===== config.mk =====
export PLATFORM = sky130hd
export DESIGN_NAME = bus_transfer_arbiter
export DESIGN_NICKNAME = d
export VERILOG_FILES = /design/src/rtl/bus_transfer_arbiter.sv
export SDC_FILE = /design/constraint.sdc
export NUM_CORES = 1
export LEC_CHECK = 0
export CAP_MARGIN = 20
export CORE_MARGIN = 3
export CORE_UTILIZATION = 45
export DETAILED_ROUTE_END_ITERATION = 8
export PLACE_DENSITY = 0.85
export SKIP_LAST_GASP = 1
export SYNTH_ARGS = -nofsm -noshare
export SYNTH_HDL_FRONTEND = slang
export SYNTH_SLANG_ARGS = --single-unit
export TNS_END_PERCENT = 30

===== constraint.sdc =====
create_clock -name clk -period 2.7 [get_ports clk]
set_input_delay 0.54 -clock clk [delete_from_list [all_inputs] [get_ports clk]]
set_output_delay 0.54 -clock clk [all_outputs]
set_load 0.01 [all_outputs]

===== src/rtl/bus_transfer_arbiter.sv =====
// Round-robin arbiter and sequencer for register-to-register moves on a shared data bus.
// Every move runs DRIVE -> LATCH -> TURN so the bus never sees two drivers in one cycle.
module bus_transfer_arbiter #(
   parameter int NUM_REGS = 16,
   parameter int AW       = 4,
   parameter int NUM_REQ  = 4
) (
   input  logic                       clk,
   input  logic                       rst,
   input  logic [NUM_REQ-1:0]         req,
   input  logic [NUM_REQ-1:0][AW-1:0] req_src,
   input  logic [NUM_REQ-1:0][AW-1:0] req_dst,
   output logic [NUM_REQ-1:0]         done,
   output logic                       err,
   output logic                       busy,
   output logic [NUM_REGS-1:0]        reg_out_en,
   output logic [NUM_REGS-1:0]        reg_in_en
);
   localparam int            PW    = (NUM_REQ > 1) ? $clog2(NUM_REQ) : 1;
   localparam logic [PW:0]   NREQ  = (PW+1)'(NUM_REQ);
   localparam logic [PW-1:0] LAST  = PW'(NUM_REQ-1);
   localparam logic [AW:0]   NREGS = (AW+1)'(NUM_REGS);

   typedef enum logic [1:0] {IDLE, DRIVE, LATCH, TURN} state_t;

   typedef struct packed {
      logic [PW-1:0] id;
      logic [AW-1:0] src;
      logic [AW-1:0] dst;
   } move_t;

   state_t              state, state_nxt;
   logic [PW-1:0]       rr_ptr;
   move_t               mv, cand;
   logic                cand_bad, capture;
   logic [PW-1:0]       grant_id;
   logic                grant_vld;
   logic [PW:0]         slot;
   logic [NUM_REGS-1:0] out_nxt, in_nxt;
   logic [NUM_REQ-1:0]  done_nxt;
   logic                err_nxt;

   function automatic logic [NUM_REGS-1:0] dec(input logic [AW-1:0] idx);
      logic [NUM_REGS-1:0] v;
      v = '0;
      for (int r = 0; r < NUM_REGS; r++) v[r] = (idx == AW'(r));
      return v;
   endfunction

   // First requester at or after rr_ptr, scanning with modulo wrap.
   always_comb begin
      grant_vld = 1'b0;
      grant_id  = '0;
      slot      = '0;
      for (int k = 0; k < NUM_REQ; k++) begin
         slot = {1'b0, rr_ptr} + (PW+1)'(k);
         if (slot >= NREQ) slot = slot - NREQ;
         if (!grant_vld && req[slot[PW-1:0]]) begin
            grant_vld = 1'b1;
            grant_id  = slot[PW-1:0];
         end
      end
   end

   assign cand     = {grant_id, req_src[grant_id], req_dst[grant_id]};
   assign cand_bad = ({1'b0, cand.src} >= NREGS) || ({1'b0, cand.dst} >= NREGS);

   // Outputs are computed for the state being entered and registered with it.
   always_comb begin
      state_nxt = state;
      out_nxt   = '0;
      in_nxt    = '0;
      done_nxt  = '0;
      err_nxt   = 1'b0;
      capture   = 1'b0;
      case (state)
         IDLE: begin
            if (grant_vld) begin
               capture = 1'b1;
               if (cand_bad) begin
                  state_nxt          = TURN;
                  done_nxt[cand.id]  = 1'b1;
                  err_nxt            = 1'b1;
               end else begin
                  state_nxt = DRIVE;
                  out_nxt   = dec(cand.src);
               end
            end
         end
         DRIVE: begin
            state_nxt       = LATCH;
            out_nxt         = dec(mv.src);
            in_nxt          = dec(mv.dst);
            done_nxt[mv.id] = 1'b1;
         end
         LATCH:   state_nxt = TURN;
         TURN:    state_nxt = IDLE;
         default: state_nxt = IDLE;
      endcase
   end

   always_ff @(posedge clk or negedge rst) begin
      if (!rst) begin
         state      <= IDLE;
         rr_ptr     <= '0;
         mv         <= '0;
         reg_out_en <= '0;
         reg_in_en  <= '0;
         done       <= '0;
         err        <= 1'b0;
         busy       <= 1'b0;
      end else begin
         state      <= state_nxt;
         reg_out_en <= out_nxt;
         reg_in_en  <= in_nxt;
         done       <= done_nxt;
         err        <= err_nxt;
         busy       <= (state_nxt != IDLE);
         if (capture) begin
            mv     <= cand;
            rr_ptr <= (cand.id == LAST) ? '0 : cand.id + 1'b1;
         end
      end
   end
endmodule


==> run metrics, run 1 <==
pre-CTS WS=-135 ps; fin. max-slew vios=0; Routed WL per cell=between 10 and 15 um; via count=1815; Avg Synthesized Cell Area=approximately 11 um2; prevailing post-synth register cell=dfrtp_1; via/cell ratio=5.07; Netlist cell types=38; hold buffer count at cts=0; sequential share of the synthesized area=between 50% and 60%; PwrDens=between 800 and 900 mW/mm2; GP Congestion=between 0.8 and 0.9; hold_ws=327 ps; Syn. warnings=0; full die area=0.00597 mm2; Yosys reg bits=51; CTS tree=yes; status=complete, no violations; Setup WS post-layout=between 200 and 250 ps; Worst Tran Pin Value=approximately 610 ps; RSZ-0062 raised after global routing=no; worst-case vdd ir drop=between 0.0003 and 0.0004 V; initial core utilization=between 40% and 50%; CTS H-tree lvls=2; Core Area=slightly below 0.005 mm2; Final Critical Period=between 2000 and 2500 ps; Syn Inst Count=between 200 and 250; WL final=around 4800 um; CTS Buffer Depth=2; Rows=25; Layout Nets=about 330; layout overhead on the synthesized area=42.0%; Synth area leaders=dfrtp_1 56%, mux2i_1 6.1%, o22ai_1 4.7%; most common cell in the netlist=dfrtp_1; Final ANT Viol Nets=0; crit share post-route=about nine tenths; Critical Path Sink Type=flip-flop; setup violators final=0; gr ovfl total=0; DP HPWL=between 3000 and 4000 um; Post-synth ARST share=between 90% and 100%; io pins=76; Yosys top cell area share=roughly 56%; Post-synth EDFFs=0; Remaining DRCs=0; Die Y=just under 80 um; dpl cells=350; first-pass GRT wire length=a little under 8000 um; synthesized area=between 0.002 and 0.0025 mm2; 1st-iter DRT viols=137; port bufs=between 70 and 80; final clock skew=~6.9 ps; Num CTS Buffers=5; initial antenna violation count=0; f_max=between 400 and 500 MHz; startpoint types=input port; Worst EP required=2920 ps; Worst-Skew Late Latency=between 200 and 300 ps; total track usage=about 16%; final std cells w/o fill=about 360; antenna fix cells=0; first drt pass iteration count=4; DIE WIDTH=77.3 um; post-synth top area cell=dfrtp_1; # fillers=about 370; design area=0.00324 mm2; top cells by count, synth=51 x dfrtp_1, 26 x nand2_1, 17 x nor2_1, 17 x o22ai_1, 14 x mux2i_1; Max Cap Viol=0; kind of critical path=input port to flip-flop; CTS Root Cell=clkbuf_8; TNS Setup=0 ps; layout cells sized above 1=11.7%; Clock Sinks=~50; hold crit path type=input port to asynchronous set/reset pin; crit-path max FO=7; Post-DP Area=between 0.003 and 0.004 mm2; leakage=around 1.4 nW; Worst-path clk slew=~90 ps; pin count of the biggest net entering global routing=52; Critical Path AT=2670 ps; Hold Fails Final Rpt=0; Worst slew margin=59.3%; Mapped Nets=around 250; vias in the first global route=between 1500 and 2000
[layout make-up]
type                    instances  area [um2]  share of cell area, %
clock buffers                   6        82.6                   2.55
repair buffers                 84         811                   25.0
clock inverters                 2        35.0                   1.08
flip-flops and latches         51        1280                   39.3
inverters                       5        18.8                  0.578
multi-input cells             143         937                   28.9
well taps                      67        83.8                   2.58
[metrics by stage]
stage,utilization [%],power (mW)
floorplan,-,1.85
global route,67.4,3.01
CTS,67.1,2.82
global placement,64.7,2.23
finish,67.4,2.82
detailed placement,64.7,2.29
[kinds of logic (layout without fill, tap and decap cells)]
logic type                 after synthesis  count (layout)  synth area share [%]
muxes                                   21              21                  9.86
DFF                                     51              51                  55.9
other                                    1               1                 0.164
buffers and inverters                   13              97                  3.61
and+or+nand+nor                         76              76                  16.8
adders and majority gates                4               4                  2.19
AOI/OAI and AO/OA                       41              41                  11.5
[per-layer routing]
layer  GRT usage (%)  wire length (um)
met1            20.5              2000
met2            27.5              2370
met3            4.46               360
met4            5.16                68
met5               0                 0
[critical path, cell delays in order]
cell and delay (ps):
clkdlybuf4s50_1 510, mux2i_1 200, nor2_1 90, a311oi_4 390
mux2_2 410, or3_4 390, o22ai_1 150
[repair_timing]
item,4_1_cts,5_1_grt
buffers inserted,0,0
resized for setup,0,1
endpoints found under the setup margin,0,4
[report_power, final]
part | leakage (nW) | switching (mW) | internal (mW)
clock | 0.0612 | 0.231 | 0.300
combinational | 0.692 | 0.595 | 0.583
sequential | 0.679 | 0.158 | 0.950
total | 1.43 | 0.983 | 1.83
[registers in the layout, summed over array words and instances, names as in the netlist]
| signal | flops |
|---|---|
| done | 4 |
| reg_in_en | 16 |
| state | 2 |
| busy | 1 |
| mv | 10 |
| reg_out_en | 16 |
| rr_ptr | 2 |
[layout by cell type (no fill, tap or decap), types with 3 or more instances in the layout]
cell / count
mux2_2: 5
clkdlybuf4s50_1: 73
mux2i_1: 14
nand2_1: 26
o22ai_1: 17
dfrtp_1: 51
ha_1: 4
nor2_1: 17
nor3_1: 4
buf_4: 10
a21oi_1: 4
clkbuf_8: 6
nand3_1: 3
o21ai_0: 13
inv_1: 5
nand3b_1: 5
nand2b_1: 7
[worst paths after layout]
| kind | start | to | slack (ps) | depth (start not counted) |
|---|---|---|---|---|
| hold / removal | rst | reg_out_en[13] | 330 | 2 |
| setup reg to reg | rr_ptr[1] | reg_out_en[4] | 360 | 6 |
| min in group clk | mv[8] | done[0] | 490 | 1 |
| setup / recovery | req[2] | reg_out_en[4] | 240 | 7 |
| hold reg to reg | mv[8] | done[0] | 490 | 1 |
| max in group asynchronous | rst | done[3] | 1950 | 2 |
No activity file was read; power rests on OpenSTA's default activity.
==> run 2: changes to the inputs <==
==> constraint.sdc (replaced) <==
create_clock -name clk -period 2.35 [get_ports clk]
set_input_delay 0.47 -clock clk [delete_from_list [all_inputs] [get_ports clk]]
set_output_delay 0.47 -clock clk [all_outputs]
set_load 0.01 [all_outputs]
==> run 2 against run 1 <==
Clock skew fell by 1.3 ps; register-to-register slack got worse by 160 ps; routed wire length rose by 2.1%; sequential cell count did not move; die area did not move; design area rose by 3.8%; critical endpoint is now reg_out_en[0]; non-clock buffer count rose by 6; count of clock-buffer cells in the layout fell by 1; final cell count rose by 2.0%; hold slack got worse by 66 ps.
==> run metrics, run 2 (same netlist as run 1, synthesis figures left out) <==
Most Crowded Layer GR=met2; Final Critical Period=2270 ps; CP max stage delay=490 ps; GR Util met2=28.8%; Hold Fails Final Rpt=0; family with the most delay on the worst path=compound AO/OA/AOI/OAI gates; Num CTS Buffers=5; first drt pass iteration count=4; Core Area=just under 0.005 mm2; via/cell ratio=between 5 and 6; pin count of the biggest net entering global routing=52; hold crit path type=input port to asynchronous set/reset pin; startpoint types=input port; Rows=25; layout cells sized above 1=16.1%; R2R cell count=7; CTS H-tree lvls=2; RSZ-0062 raised after global routing=yes; Layout Utilization=about 70%; Remaining DRCs=0; worst-case vdd ir drop=between 0.0004 and 0.0005 V; DIE WIDTH=77.3 um; worst path cell trace=clkdlybuf4s50_1 -> a21oi_1 -> o21ai_2 -> o2bb2a_4 -> mux2i_1 -> mux2_4 -> or3b_4 -> o22ai_1; initial antenna violation count=0; commonest non-fill, non-tap cell in the layout=clkdlybuf4s50_1; M1 GR Usage=21.2%; Crit path depth=8; hold_ws=~260 ps; CTS Root Cell=clkbuf_8; gr ovfl total=0; Final ANT Viol Nets=0; RR Startpoint=rr_ptr[1]; Clock Sinks=51; Worst EP required=between 2000 and 3000 ps; Max Cap Viol=0; Setup WS post-layout=about 77 ps; commonest cells after routing, fill and taps aside=72 x clkdlybuf4s50_1, 51 x dfrtp_1, 26 x nand2_1, 17 x nor2_1, 15 x buf_4; CTS tree=yes; Routed WL per cell=about 13 um; CP max stage cell=clkdlybuf4s50_1; setup violators final=0; PwrDens=between 1000 and 1500 mW/mm2; top flop regs=reg_in_en x16, reg_out_en x16, mv x10; antenna fix cells=0; crit-path max FO=6; Critical Path Sink Type=flip-flop; met3 usage=just over 4%; io pins=76; status=complete, no violations; GP Congestion=0.850; Worst-path clk slew=approximately 90 ps; Setup crit start=req[1]; pre-CTS WS=-233 ps; vias in the first global route=about 1900; Critical Path AT=~2500 ps; Worst-Skew Late Latency=roughly 300 ps; CTS Buffer Depth=2; via count=around 1800; leakage=about 1.5 nW; total track usage=about 17%; f_max=between 400 and 500 MHz; Worst Tran Pin Value=just under 600 ps; worst path bufs/invs=1; Layout Nets=about 340; first-pass GRT wire length=~8300 um; crit share post-route=slightly below 100%; full die area=a little under 0.006 mm2; 1st-iter DRT viols=approximately 120; DP HPWL=around 3600 um; total power=3.43 mW; Die Y=between 70 and 80 um; kind of critical path=input port to flip-flop; port bufs=between 70 and 80; TNS Setup=0 ps; WL final=a little under 5000 um; final clock skew=5.63 ps; Worst slew margin=between 60% and 70%; postcts setup bufs=0; # fillers=~380; layout overhead on the synthesized area=47.4%; initial core utilization=between 40% and 50%; fin. max-slew vios=0
[run 2: where the power goes]
group	leakage, nW	internal, mW	total (mW)	switching [mW]
logic	0.742	0.731	1.46	0.726
registers	0.679	1.09	1.27	0.176
clock network	0.0644	0.424	0.704	0.280
total	1.49	2.25	3.43	1.18
[run 2: stage by stage]
stage,cell area (um2),instances
3_3_place_gp,3170,356
3_5_place_dp,3170,356
6_report,3370,365
2_1_floorplan,2280,207
4_1_cts,3310,364
5_1_grt,3370,365
[run 2: final timing paths]
path | endpoint | slack [ps]
hold / removal | reg_out_en[3] | 260
min in group clk | done[0] | 510
max in group asynchronous | reg_in_en[3] | 1690
hold reg to reg | done[0] | 510
setup / recovery | reg_out_en[0] | 80
setup reg to reg | reg_out_en[4] | 200
[run 2: timing repair]
action | CTS | global route
setup endpoints to repair | 0 | 14
gates resized for setup | 0 | 9
hold buffers | 0 | 0
[run 2: layout make-up]
type	count	area [um2]	area share, %
Sequential cell	51	1280	37.9
Inverter	5	18.8	0.557
Clock inverter	3	67.6	2.01
Clock buffer	5	68.8	2.04
Multi-Input combinational cell	144	981	29.1
Tap cell	67	83.8	2.49
Timing Repair Buffer	90	871	25.9
[run 2: routing by layer]
| metal | vias to the layer above | share of wire (%) |
|---|---|---|
| li1 | 906 | - |
| met1 | 860 | 43 |
| met2 | 70 | 49 |
| met3 | 6 | 6.3 |
| met4 | 0 | 1.9 |
| met5 | - | 0 |
